**config.mk**
```make
export PLATFORM = sky130hd
export DESIGN_NAME = seg_bcd_conv
export DESIGN_NICKNAME = d
export VERILOG_FILES = /design/src/rtl/seg_bcd_conv_pkg.sv /design/src/rtl/seg_bcd_conv_bcd_add3.sv /design/src/rtl/seg_bcd_conv.sv
export SDC_FILE = /design/constraint.sdc
export NUM_CORES = 1
export LEC_CHECK = 0
export CORE_MARGIN = 2
export CORE_UTILIZATION = 54
export DETAILED_ROUTE_END_ITERATION = 8
export MAX_ROUTING_LAYER = met4
export PLACE_DENSITY = 0.76
export SETUP_SLACK_MARGIN = 0.3
export SLEW_MARGIN = 10
export SYNTH_ARGS = -nofsm -noshare
export SYNTH_HDL_FRONTEND = slang
export SYNTH_SLANG_ARGS = --single-unit
```
**constraint.sdc**
```tcl
create_clock -name clk -period 2.4 [get_ports clk]
set_clock_uncertainty 0.1 [all_clocks]
set_input_delay 0.24 -clock clk [delete_from_list [all_inputs] [get_ports clk]]
set_output_delay 0.24 -clock clk [all_outputs]
set_load 0.02 [all_outputs]
```
**src/rtl/seg_bcd_conv_pkg.sv**
```systemverilog
// Shared definitions for the segment-display BCD converter.
//   - FSM state encoding
//   - datapath widths, default conversion step count
//   - decimal overflow limit and overflow display pattern
//   - display payload struct (four nibbles + decimal points)
package seg_bcd_conv_pkg;

    localparam int unsigned DATA_W             = 16;
    localparam int unsigned DIGIT_W            = 4;
    localparam int unsigned DIGITS             = 4;
    localparam int unsigned STEP_W             = 5;
    localparam int unsigned CONV_STEPS_DEFAULT = 16;

    // Largest value that fits in four decimal digits.
    localparam logic [DATA_W-1:0] DEC_LIMIT   = 16'd9999;
    // Shown on all four digits when a decimal value does not fit.
    localparam logic [DATA_W-1:0] OVF_PATTERN = 16'hEEEE;

    typedef enum logic [1:0] {
        ST_IDLE = 2'd0,
        ST_CONV = 2'd1,
        ST_LOAD = 2'd2
    } state_t;

    typedef struct packed {
        logic [DATA_W-1:0] data;
        logic [DIGITS-1:0] point;
    } disp_t;

endpackage : seg_bcd_conv_pkg

```
**src/rtl/seg_bcd_conv_bcd_add3.sv**
```systemverilog
// Double-dabble digit adjust: adds 3 to a BCD digit that is 5 or more so the
// following left shift carries correctly into the next decimal digit.
// Ports:
//   digit    - 4-bit BCD digit before adjust
//   adjusted - 4-bit digit after adjust (purely combinational)
module bcd_add3
    import seg_bcd_conv_pkg::*;
(
    input  logic [DIGIT_W-1:0] digit,
    output logic [DIGIT_W-1:0] adjusted
);

    always_comb begin
        adjusted = digit;
        if (digit >= DIGIT_W'(5)) begin
            adjusted = DIGIT_W'(digit + DIGIT_W'(3));
        end
    end

endmodule : bcd_add3

```
**src/rtl/seg_bcd_conv.sv**
```systemverilog
// Seven-segment display front end: accepts MMIO writes and presents four
// display nibbles plus decimal points. Hex writes pass straight through;
// decimal writes are converted to BCD by a sequential double-dabble engine.
// Ports:
//   clk, rst  - clock and synchronous active-high reset
//   wr_en     - one-cycle write strobe (accepted only when idle)
//   wr_data   - raw hex nibbles or unsigned binary value
//   mode      - 0 = hex pass-through, 1 = decimal conversion
//   dp_in     - decimal-point request per digit
//   hex_data  - registered display nibbles, [3:0] is rightmost digit
//   hex_point - registered decimal-point enables
//   busy      - high while a decimal conversion is running
//   done      - one-cycle pulse when the display registers update
module seg_bcd_conv
    import seg_bcd_conv_pkg::*;
#(
    parameter int unsigned CONV_STEPS = CONV_STEPS_DEFAULT
) (
    input  logic              clk,
    input  logic              rst,
    input  logic              wr_en,
    input  logic [DATA_W-1:0] wr_data,
    input  logic              mode,
    input  logic [DIGITS-1:0] dp_in,
    output logic [DATA_W-1:0] hex_data,
    output logic [DIGITS-1:0] hex_point,
    output logic              busy,
    output logic              done
);

    localparam logic [STEP_W-1:0] LAST_STEP = STEP_W'(CONV_STEPS - 1);

    state_t            state_q, state_d;
    logic [STEP_W-1:0] step_q,  step_d;
    logic [DATA_W-1:0] bin_q,   bin_d;
    logic [DATA_W-1:0] bcd_q,   bcd_d;
    logic [DIGITS-1:0] dp_q,    dp_d;
    disp_t             disp_q,  disp_d;
    logic              busy_q,  busy_d;
    logic              done_q,  done_d;

    logic [DATA_W-1:0] bcd_adj;
    logic              dec_fits;

    assign dec_fits = (wr_data <= DEC_LIMIT);

    // One add-3 adjust per BCD digit of the accumulator.
    for (genvar g = 0; g < DIGITS; g++) begin : g_add3
        bcd_add3 u_add3 (
            .digit    (bcd_q  [g*DIGIT_W +: DIGIT_W]),
            .adjusted (bcd_adj[g*DIGIT_W +: DIGIT_W])
        );
    end

    // State and datapath registers.
    always_ff @(posedge clk) begin
        if (rst) begin
            state_q <= ST_IDLE;
            step_q  <= '0;
            bin_q   <= '0;
            bcd_q   <= '0;
            dp_q    <= '0;
            disp_q  <= '0;
            busy_q  <= 1'b0;
            done_q  <= 1'b0;
        end else begin
            state_q <= state_d;
            step_q  <= step_d;
            bin_q   <= bin_d;
            bcd_q   <= bcd_d;
            dp_q    <= dp_d;
            disp_q  <= disp_d;
            busy_q  <= busy_d;
            done_q  <= done_d;
        end
    end

    // Next-state logic.
    always_comb begin
        state_d = state_q;
        case (state_q)
            ST_IDLE: begin
                if (wr_en && mode && dec_fits) begin
                    state_d = ST_CONV;
                end
            end
            ST_CONV: begin
                if (step_q == LAST_STEP) begin
                    state_d = ST_LOAD;
                end
            end
            ST_LOAD: state_d = ST_IDLE;
            default: state_d = ST_IDLE;
        endcase
    end

    // Datapath and output next values; writes outside IDLE fall through untouched.
    always_comb begin
        step_d = step_q;
        bin_d  = bin_q;
        bcd_d  = bcd_q;
        dp_d   = dp_q;
        disp_d = disp_q;
        busy_d = busy_q;
        done_d = 1'b0;
        case (state_q)
            ST_IDLE: begin
                if (wr_en) begin
                    if (!mode) begin
                        disp_d = '{data: wr_data, point: dp_in};
                        done_d = 1'b1;
                    end else if (!dec_fits) begin
                        disp_d = '{data: OVF_PATTERN, point: '0};
                        done_d = 1'b1;
                    end else begin
                        bin_d  = wr_data;
                        bcd_d  = '0;
                        dp_d   = dp_in;
                        step_d = '0;
                        busy_d = 1'b1;
                    end
                end
            end
            ST_CONV: begin
                // Adjust then shift {bcd, bin} left by one.
                bcd_d  = {bcd_adj[DATA_W-2:0], bin_q[DATA_W-1]};
                bin_d  = {bin_q[DATA_W-2:0], 1'b0};
                step_d = STEP_W'(step_q + STEP_W'(1));
            end
            ST_LOAD: begin
                disp_d = '{data: bcd_q, point: dp_q};
                done_d = 1'b1;
                busy_d = 1'b0;
                step_d = '0;
            end
            default: begin
                busy_d = 1'b0;
            end
        endcase
    end

    assign hex_data  = disp_q.data;
    assign hex_point = disp_q.point;
    assign busy      = busy_q;
    assign done      = done_q;

endmodule : seg_bcd_conv
```
# Word level (Yosys, flattened, before mapping)
# Cells that the tools add are included.
dict set report totals {
  elab_cells 72
  mem_bits_ro 0
  n_memories 0
  regBits 65
  latchBits 0
  mem_bits_rw 0
}
dict set report op_classes {
  n_bitwise 1
  n_addsub 5
  shift 0
  multipliers 0
  n_reduce_logical 12
  eq_ne 9
  div_mod_pow 0
  magnitude_cmp 5
  mux 31
}
# operator n
set ops {}
lappend ops {{$mux 16} 6}
lappend ops {{$pmux 16 s2} 2}
lappend ops {{$mux 20} 3}
lappend ops {{$pmux 20 s2} 1}
lappend ops {{$ge 4x3->1 const B} 4}
lappend ops {{$le 16x14->1 const B} 1}
lappend ops {{$reduce_and 4->1} 4}
lappend ops {{$mux 5} 3}
lappend ops {{$pmux 5 s3} 1}
lappend ops {{$add 4x2->4 const B} 3}
lappend ops {{$mux 4} 3}
lappend ops {{$ne 2x2->1 const B} 5}
lappend ops {{$mux 1} 6}
lappend ops {{$add 5x1->5 const B} 1}
lappend ops {{$eq 5x4->1 const B} 1}
lappend ops {{$mux 2} 2}
lappend ops {{$pmux 1 s2} 2}
lappend ops {{$pmux 2 s2} 1}
lappend ops {{$reduce_bool 2->1} 2}
lappend ops {{$add 3x2->3 const B} 1}
lappend ops {{$mux 3} 1}
lappend ops {{$ne 3x3->1 const B} 1}
lappend ops {{$reduce_and 3->1} 1}
lappend ops {{$reduce_bool 3->1} 1}
lappend ops {{6 further kinds} 7}

# Longest topological paths before layout
# Gate-level depths: netlist of the first run.
dict set report depth {
  word_depth 5
  depth_mapped 8
  ltp_nobuf 7
}

# Hierarchy
# Synthesis of the first run repeated with hierarchy kept, for this count alone.
dict set report hier_totals {
  hier_cells 422
  area_unflattened_um2 3513.4
}
# module seq_area_each_um2 cells_per_inst instances area_each_um2
set modules_own_cells {}
lappend modules_own_cells {seg_bcd_conv 1301.2 358 1 3108.0}
lappend modules_own_cells {bcd_add3 0.0 16 4 101.3}

# Least setup slack after synthesis of the first run
# No wires, ideal clock.
dict set report synth_path {
  path_kind {input -> register}
  from {in wr_data[8]}
  to {reg disp_q (netlist bit hex_data[10])}
  path_stages 5
  t_arrival_ns 1.663
  t_required_ns 2.178
  path_slack_ns 0.515
  setup_time_ns 0.122
  n_path_buf 0
  path_cell_list {nand4_1 -> or4_4 -> a311oi_4 -> nor2_1 -> a221o_1}
}
dict set report synth_between {
  elab_chain_len 3
}
# item line
set synth_rtl {}
lappend synth_rtl {{from (decl)} seg_bcd_conv.sv:22} ;# input logic [DATA_W-1:0] wr_data,
lappend synth_rtl {{$le 16x14->1} seg_bcd_conv.sv:45} ;# assign dec_fits = (wr_data <= DEC_LIMIT);
lappend synth_rtl {{$ne 3x3->1 (no source line)} -}
lappend synth_rtl {{$reduce_and 3->1 (no source line)} -}
lappend synth_rtl {{to (signal assigned)} seg_bcd_conv.sv:72} ;# disp_q <= disp_d;
lappend synth_rtl {{to (decl)} seg_bcd_conv.sv:38} ;# disp_t disp_q, disp_d;
# No other way between the ends.
# A chain may end at the register's enable or synchronous reset.

# Final worst setup path of the first run
dict set report layout_path {
  from {in wr_data[12]}
  to {reg disp_q (netlist bit hex_data[11])}
}
# The elaborated chain is that of the path after synthesis.

==> flow_metrics.py, run 1 <==
metrics = {
    "run_status": {
        "status": "complete, no violations",
    },
    "drt": {
        "post-route-drc-count": 0,
        "route.vias.total": 2841,
        "drt_wl_total_mm": 7.97,
        "drt_iter0_markers": 182,
        "first_pass_iters": 4,
        "viasPerCell": 5.79,
        "ant_nets": 0,
        "wire_per_inst_um": 16.2,
    },
    "final_layout": {
        "stdcell_count": 491,
        "multi_input_area_mm2": 0.00159,
        "syn_to_final_growth_pct": 29.8,
        "drive_gt1_share_pct": 13.1,
        "final_nets": 449,
        "finalInstanceArea_mm2": 0.00395,
        "n_fill_cell": 463,
        "num_antenna_cells": 0,
        "seq_area_mm2": 0.00130,
    },
    "die": {
        "dieArea_mm2": 0.00624,
        "initial_utilization_pct": 55.5,
        "core-area_mm2": 0.00547,
        "die_h_um": 79.0,
        "die_w_um": 79.0,
        "rows": 27,
        "ios": 46,
    },
    "global_routing": {
        "grt_max_degree": 31,
        "first_global_vias": 2568,
        "antenna_found_initial": 0,
        "grt_use_total_pct": 27.2,
        "gr-total-overflow": 0,
        "grt_pass1_wl_mm": 12.8,
    },
    "worst_setup_path": {
        "crit_slowest_cell": "or4_4",
        "critPathArrivalTime_ps": 2150,
        "cp_max_fo": 8,
        "rr_worst_depth": 6,
        "start_kind": "primary input",
        "worstPathRequired_ps": 2540,
        "max_stage_delay_ps": 540,
        "worstPathCellList": "clkdlybuf4s50_1, or4_4, a311oi_4, buf_4, nor2_2, a221o_1",
        "end_kind": "flip-flop",
        "worst-setup-path-type": "in2reg",
    },
    "clock_tree": {
        "clk_path_buf_depth": 2,
        "cts.clk_slew.worst_paths_ps": 70,
        "clock_latency_ps": 350,
        "cts_tree": "yes",
        "clockRootBuffer": "clkbuf_8",
        "h-tree-depth": 3,
        "clock_sinks": 65,
        "numCtsBuffers": 9,
    },
    "yosys": {
        "synth_ff_type": "dfxtp_1",
        "yosysTopAreaCell": "dfxtp_1",
        "yosysMostFrequentCell": "dfxtp_1",
        "synth_cell_types": 40,
        "avgSynthCellArea_um2": 8.71,
        "yosys_warnings": 0,
        "synth.net_count": 383,
        "synth-seq-cells": 65,
        "syn_area_mm2": 0.00304,
        "synth_edf_count": 0,
        "yosysSeqAreaShare_pct": 42.8,
        "synth_top_area_share_pct": 42.8,
        "synthArstFlopShare_pct": 0,
        "yosys-top-cells-area": "dfxtp_1, nor2_1, nand2_1",
        "netlist_instances": 349,
        "yosys-top-cells-count": "dfxtp_1, nor2_1, nand2_1",
    },
    "placed_design": {
        "placed_cells": 470,
        "dpl_cell_area_mm2": 0.00369,
        "io_buffers": 45,
        "place_hpwl_mm": 5.41,
        "place_congestion": 0.865,
    },
    "sta": {
        "rsz0062_at_grt": "false",
        "min_period_ps": 2010,
        "period_share_pct": 83.8,
        "drv_slew": 0,
        "tightest_slew_ps": 625,
        "setup_viol": 0,
        "relSlewSlack_pct": 58.3,
        "hold_viol_final": 0,
        "max_freq_mhz": 497,
    },
    "pwr": {
        "p_leak_nw": 1.50,
        "power_density_mw_per_mm2": 618,
        "ir_worst_vdd_mv": 0.360,
    },
    "min_path": {
        "hp-class": "in2reg",
        "hold_path_depth": 4,
    },
    "run": {
        "maxCapViolCount": 0,
    },
}
==> logic make-up after synthesis <==
kind of cell	Yosys count	synth area share, %
simple gates	124	19.0
compound gates	101	25.1
fa+ha+maj	10	4.12
mux	7	2.31
buf+inv	37	5.23
flops	65	42.8
xor+xnor	5	1.44
==> timing repair <==
action / 4_1_cts / 5_1_grt
pin swaps: 8 / 2
endpoints found under the setup margin: 17 / 50
resized for setup: 10 / 7
hold buffers: 0 / 0
buffers inserted: 5 / 1
==> cell usage in the layout, fill, tap and decap left out, drive strengths merged, types with 12 or more instances in the layout <==
cell type / Yosys / routed
clkdlybuf4s50: 0 / 35
buf: 9 / 33
clkbuf: 13 / 12
o21ai: 18 / 18
inv: 14 / 14
dfxtp: 65 / 65
nor2: 42 / 42
a311oi: 15 / 15
a21oi: 22 / 22
nand2: 37 / 37
a22o: 13 / 13
==> critical path: cells and delay by family <==
| kind | cells | cell delay, ps |
|---|---|---|
| AO/OA/AOI/OAI | 2 | 670 |
| AND/OR/NAND/NOR | 2 | 610 |
| buffers and inverters | 2 | 630 |
==> sequential cells by signal, indices dropped and copies added, names as in the netlist <==
register,cells
done,1
state_q,2
step_q,5
bcd_q,16
busy,1
hex_point,4
dp_q,4
bin_q,16
hex_data,16
==> metrics by stage <==
step	worst slack, ps	setup TNS [ps]	power, mW	util [%]	hold WS [ps]
after floorplan	515	0	1.33	-	284
after global placement	-86.2	-1220	1.50	67.5	345
after detailed placement	-141	-1540	1.50	67.5	351
after CTS	310	0	2.44	71.7	280
after global routing	329	0	2.52	72.1	306
final	389	0	2.44	72.1	282
==> routing by layer <==
metal  global-route usage [%]  part of all wire, %
met1                     36.0                   46
met2                     42.0                   47
met3                     3.86                  5.3
met4                     11.2                  1.5
met5                        -                    0
==> layout make-up <==
cell class                 instances  share of cell area [%]
clock inverter                     3                    1.01
sequential                        65                    33.0
timing repair buffer              77                    18.0
multi-input combinational        247                    40.2
clock buffer                      12                    3.93
inverter                          15                    1.52
tap                               72                    2.28
==> where the power goes <==
group	switching, mW	total, mW	internal (mW)	leakage [nW]
clock	0.424	0.951	0.528	0.102
sequential	0.0286	1.15	1.12	0.530
combinational	0.169	0.336	0.168	0.866
==> path summary, 6_finish.rpt <==
path,start,end,slack [ps]
setup reg to reg,state_q[0],bcd_q[10],510
setup / recovery,wr_data[12],hex_data[11],390
hold reg to reg,busy,busy,360
hold / removal,wr_data[11],bin_q[11],280
Power figures use the tool's default switching activity.
==> run 2, diff against run 1 <==
- clock period: 2.4 -> 2.1 ns (I/O delays scaled with it)
==> flow_metrics.py, run 2 (same netlist as run 1, synthesis figures left out) <==
metrics = {
    "sta": {
        "relSlewSlack_pct": 74.8,
        "whs_ps": 140,
        "rsz0062_at_grt": "true",
        "hold_viol_final": 0,
        "tightest_slew_ps": 375,
        "max_freq_mhz": 551,
        "min_period_ps": 1820,
        "setup_viol": 0,
        "finalWorstSetupSlack_ps": 284,
        "period_share_pct": 86.5,
        "drv_slew": 0,
        "timing.setup.tns_ps": 0,
    },
    "final_layout": {
        "n_fill_cell": 439,
        "final_common_cell": "dfxtp_1",
        "seq_area_mm2": 0.00130,
        "num_antenna_cells": 0,
        "syn_to_final_growth_pct": 30.6,
        "drive_gt1_share_pct": 16.1,
        "final_cell_mix": "dfxtp_1, nor2_1, nand2_1",
        "multi_input_area_mm2": 0.00163,
        "final_nets": 452,
    },
    "die": {
        "dieArea_mm2": 0.00624,
        "die_h_um": 79.0,
        "initial_utilization_pct": 55.5,
        "die_w_um": 79.0,
        "rows": 27,
        "core-area_mm2": 0.00547,
        "ios": 46,
    },
    "clock_tree": {
        "clk_path_buf_depth": 2,
        "numCtsBuffers": 9,
        "clockRootBuffer": "clkbuf_8",
        "cts_tree": "yes",
        "h-tree-depth": 3,
        "clock_sinks": 65,
        "clock_latency_ps": 340,
        "cts.clk_slew.worst_paths_ps": 60,
        "cts_hold_buffers": 0,
    },
    "worst_setup_path": {
        "start_kind": "primary input",
        "critical_path_buf_inv_count": 2,
        "worstPathCellList": "clkdlybuf4s15_1, nand4_1, or4_4, a311oi_4, buf_6, nor2_4, a221o_1",
        "r2r_slack_ps": 390,
        "cp_max_fo": 8,
        "critical-path-top-delay-family": "simple AND/OR/NAND/NOR gates",
        "critPathArrivalTime_ps": 1940,
        "max_stage_delay_ps": 560,
        "critical_path.reg2reg.startpoint": "state_q[1]",
        "rr_worst_depth": 5,
        "worst-setup-path-type": "in2reg",
        "end_kind": "flip-flop",
        "r2r-end": "hex_data[5]",
        "crit_slowest_cell": "or4_4",
        "worstPathRequired_ps": 2220,
    },
    "global_routing": {
        "grt_pass1_wl_mm": 12.8,
        "first_global_vias": 2659,
        "antenna_found_initial": 0,
        "grt_max_degree": 24,
        "gr-total-overflow": 0,
        "grt_use_total_pct": 27.5,
    },
    "run_status": {
        "status": "complete, no violations",
    },
    "drt": {
        "ant_nets": 0,
        "drt_wl_total_mm": 7.89,
        "first_pass_iters": 4,
        "drt_iter0_markers": 167,
        "viasPerCell": 5.69,
        "wire_per_inst_um": 15.9,
        "route.vias.total": 2816,
        "post-route-drc-count": 0,
    },
    "min_path": {
        "worstHoldEndpoint": "dp_q[0]",
        "hp-start": "rst",
        "hold_path_depth": 2,
        "hp-class": "in2reg",
    },
    "placed_design": {
        "place_hpwl_mm": 5.60,
        "pre_cts_ws_ps": -366,
        "place_congestion": 0.876,
        "io_buffers": 45,
    },
    "pwr": {
        "power_density_mw_per_mm2": 690,
        "p_total_mw": 2.74,
        "p_leak_nw": 1.50,
        "ir_worst_vdd_mv": 0.399,
    },
    "run": {
        "maxCapViolCount": 0,
    },
}
==> run 2: cell types whose count changed in the layout (fill, tap and decap cells not counted), sizes merged <==
cell and change:
dlymetal6s2s -1, dlygate4sd2 -8, clkdlybuf4s50 -1, clkdlybuf4s15 +4
clkbuf +3, buf +7
==> run 2: worst max-delay path by stage <==
stage,end,startpoint,cells past startpoint,slack [ps]
floorplan,hex_data[14],wr_data[8],6,300
global placement,hex_data[14],wr_data[8],7,-300
detailed placement,hex_data[12],wr_data[13],7,-370
CTS,bin_q[6],wr_data[15],7,300
global route,hex_data[5],wr_data[9],7,260
finish,hex_data[5],wr_data[9],7,280
==> run 2: stage by stage <==
step           util, %  std cells  area [um^2]
2_1_floorplan        -        349         3050
3_3_place_gp      67.9        475         3710
6_report          72.5        495         3970
3_5_place_dp      67.9        475         3710
5_1_grt           72.5        495         3970
4_1_cts           71.8        494         3930
==> run 2: repair_timing <==
action | in CTS | in global routing
setup buffers | 3 | 1
endpoints found under the setup margin | 56 | 45
gates resized for setup | 31 | 13
cloned | 0 | 0
pin swaps | 6 | 4
==> run 2: power by group <==
part / switching, mW / total [mW] / internal (mW)
Clock: 0.453 / 1.03 / 0.578
Combinational: 0.199 / 0.391 / 0.192
Sequential: 0.0305 / 1.31 / 1.28
==> run 2: routing by layer <==
layer  track usage [%]  part of all wire, %  wire length (um)
met1              36.7                   46              3610
met3              4.43                  5.2               414
met4              11.6                  1.8               139
met2              41.6                   47              3720
met5                 -                    0                 0
==> run 2: cell type report <==
class / count / share of cell area [%]
tap: 72 / 2.27
clock buffer: 13 / 3.75
multi-input combinational: 247 / 41.0
sequential: 65 / 32.8
clock inverter: 3 / 1.01
inverter: 15 / 1.51
timing repair buffer: 80 / 17.7
==> run 3, diff against run 2 <==
- CAP_MARGIN: default -> 20
- PLACE_DENSITY: 0.76 -> 0.8
- clock period: 2.1 -> 2.02 ns (I/O delays scaled with it)
==> flow_metrics.py, run 3 (same netlist as run 1, synthesis figures left out) <==
metrics = {
    "run_status": {
        "status": "complete, no violations",
    },
    "die": {
        "initial_utilization_pct": 55.5,
        "rows": 27,
        "core-area_mm2": 0.00547,
        "ios": 46,
        "die_h_um": 79.0,
        "die_w_um": 79.0,
        "dieArea_mm2": 0.00624,
    },
    "placed_design": {
        "dpl_cell_area_mm2": 0.00376,
        "place_hpwl_mm": 5.49,
        "pre_cts_ws_ps": -480,
        "io_buffers": 45,
        "place_congestion": 0.910,
    },
    "worst_setup_path": {
        "worst-setup-path-type": "in2reg",
        "crit_slowest_cell": "or4_4",
        "end_kind": "flip-flop",
        "critPathArrivalTime_ps": 1820,
        "critical_path_buf_inv_count": 3,
        "cp_common_cell": "buf_6",
        "r2r-end": "hex_data[10]",
        "start_kind": "primary input",
        "rr_worst_depth": 7,
        "worstPathRequired_ps": 2140,
        "worstPathCellList": "buf_6, nand4_1, or4_4, a311oi_4, buf_6, buf_8, mux2i_1, nor2_1",
        "critical-path-top-delay-family": "simple AND/OR/NAND/NOR gates",
        "max_stage_delay_ps": 570,
        "cp_max_fo": 5,
        "critical_path.reg2reg.startpoint": "state_q[0]",
        "r2r_slack_ps": 380,
    },
    "final_layout": {
        "final_cell_mix": "dfxtp_1, nor2_1, nand2_1",
        "final_common_cell": "dfxtp_1",
        "n_fill_cell": 406,
        "finalInstanceArea_mm2": 0.00409,
        "num_antenna_cells": 0,
        "final_nets": 457,
        "drive_gt1_share_pct": 18.9,
        "syn_to_final_growth_pct": 34.5,
    },
    "sta": {
        "timing.setup.tns_ps": 0,
        "finalWorstSetupSlack_ps": 318,
        "rsz0062_at_grt": "true",
        "min_period_ps": 1700,
        "period_share_pct": 84.3,
        "max_freq_mhz": 588,
        "relSlewSlack_pct": 72.5,
        "tightest_slew_ps": 412,
        "drv_slew": 0,
        "setup_viol": 0,
        "hold_viol_final": 0,
    },
    "global_routing": {
        "gr-total-overflow": 0,
        "grt_pass1_wl_mm": 13.7,
        "first_global_vias": 2846,
        "grt_max_degree": 36,
        "antenna_found_initial": 0,
        "grt_use_total_pct": 29.3,
    },
    "clock_tree": {
        "h-tree-depth": 3,
        "cts_hold_buffers": 0,
        "cts_tree": "yes",
        "clk_path_buf_depth": 2,
        "clockRootBuffer": "clkbuf_8",
        "cts.clk_slew.worst_paths_ps": 70,
        "clock_sinks": 65,
        "clock_latency_ps": 350,
        "numCtsBuffers": 9,
    },
    "drt": {
        "first_pass_iters": 4,
        "ant_nets": 0,
        "route.vias.total": 2880,
        "post-route-drc-count": 0,
        "wire_per_inst_um": 16.8,
        "drt_wl_total_mm": 8.38,
        "drt_iter0_markers": 272,
        "viasPerCell": 5.76,
    },
    "min_path": {
        "hp-start": "wr_data[10]",
        "hp-class": "in2reg",
        "hold_path_depth": 4,
        "worstHoldEndpoint": "bin_q[10]",
    },
    "pwr": {
        "power_density_mw_per_mm2": 710,
        "ir_worst_vdd_mv": 0.558,
        "p_leak_nw": 1.55,
    },
    "run": {
        "maxCapViolCount": 0,
    },
}
-- run 3: worst max path at each step --
stage / startpoint / endpoint / slack [ps] / depth (start not counted)
final: wr_data[8] / hex_data[9] / 320 / 8
after global routing: state_q[0] / bin_q[6] / 230 / 6
after detailed placement: wr_data[13] / hex_data[7] / -480 / 7
after CTS: state_q[0] / bin_q[8] / 300 / 6
after global placement: wr_data[13] / hex_data[9] / -450 / 7
after floorplan: wr_data[13] / hex_data[7] / 230 / 6
-- run 3: final cells by class --
class,count,area (um^2),share of cell area (%)
Sequential cell,65,1300,31.9
Clock inverter,5,55.1,1.35
Clock buffer,11,141,3.46
Tap cell,72,90.1,2.20
Multi-Input combinational cell,247,1640,40.2
Inverter,15,57.6,1.41
Timing Repair Buffer,85,795,19.4
-- run 3: timing repair --
item                                    in CTS  in global routing
setup buffers                                5                  2
cloned                                       1                  1
hold endpoints to repair                     0                  0
gates resized for setup                     35                 18
endpoints found under the setup margin      62                 57
pin swaps                                    5                  4
-- run 3: power by group --
group          switching [mW]  total (mW)  internal (mW)
Clock                   0.507        1.11          0.599
Sequential             0.0325        1.37           1.33
Combinational           0.215       0.430          0.215
Total                   0.754        2.90           2.15
-- run 3: stage by stage --
step	hold WS, ps	std cells	power (mW)	util, %
after floorplan	246	349	1.60	-
after global placement	346	475	1.79	68.7
after detailed placement	354	475	1.79	68.7
after CTS	152	497	2.89	73.2
after global routing	152	500	3.02	74.7
final	151	500	2.90	74.7
-- run 3: per-layer routing --
layer	wire length [um]	track usage (%)	up-vias
li1	-	-	1408
met1	3610	38.1	1349
met2	4000	44.5	110
met3	628	7.73	13
met4	131	9.66	0
met5	0	-	-
-- run 3: worst reg2reg max path, delay by kind of cell, from the launching register on --
kind / cells / cell delay (ps)
AO/OA/AOI/OAI: 3 / 470
flip-flops: 1 / 360
buffers and inverters: 3 / 530
AND/OR/NAND/NOR: 1 / 120
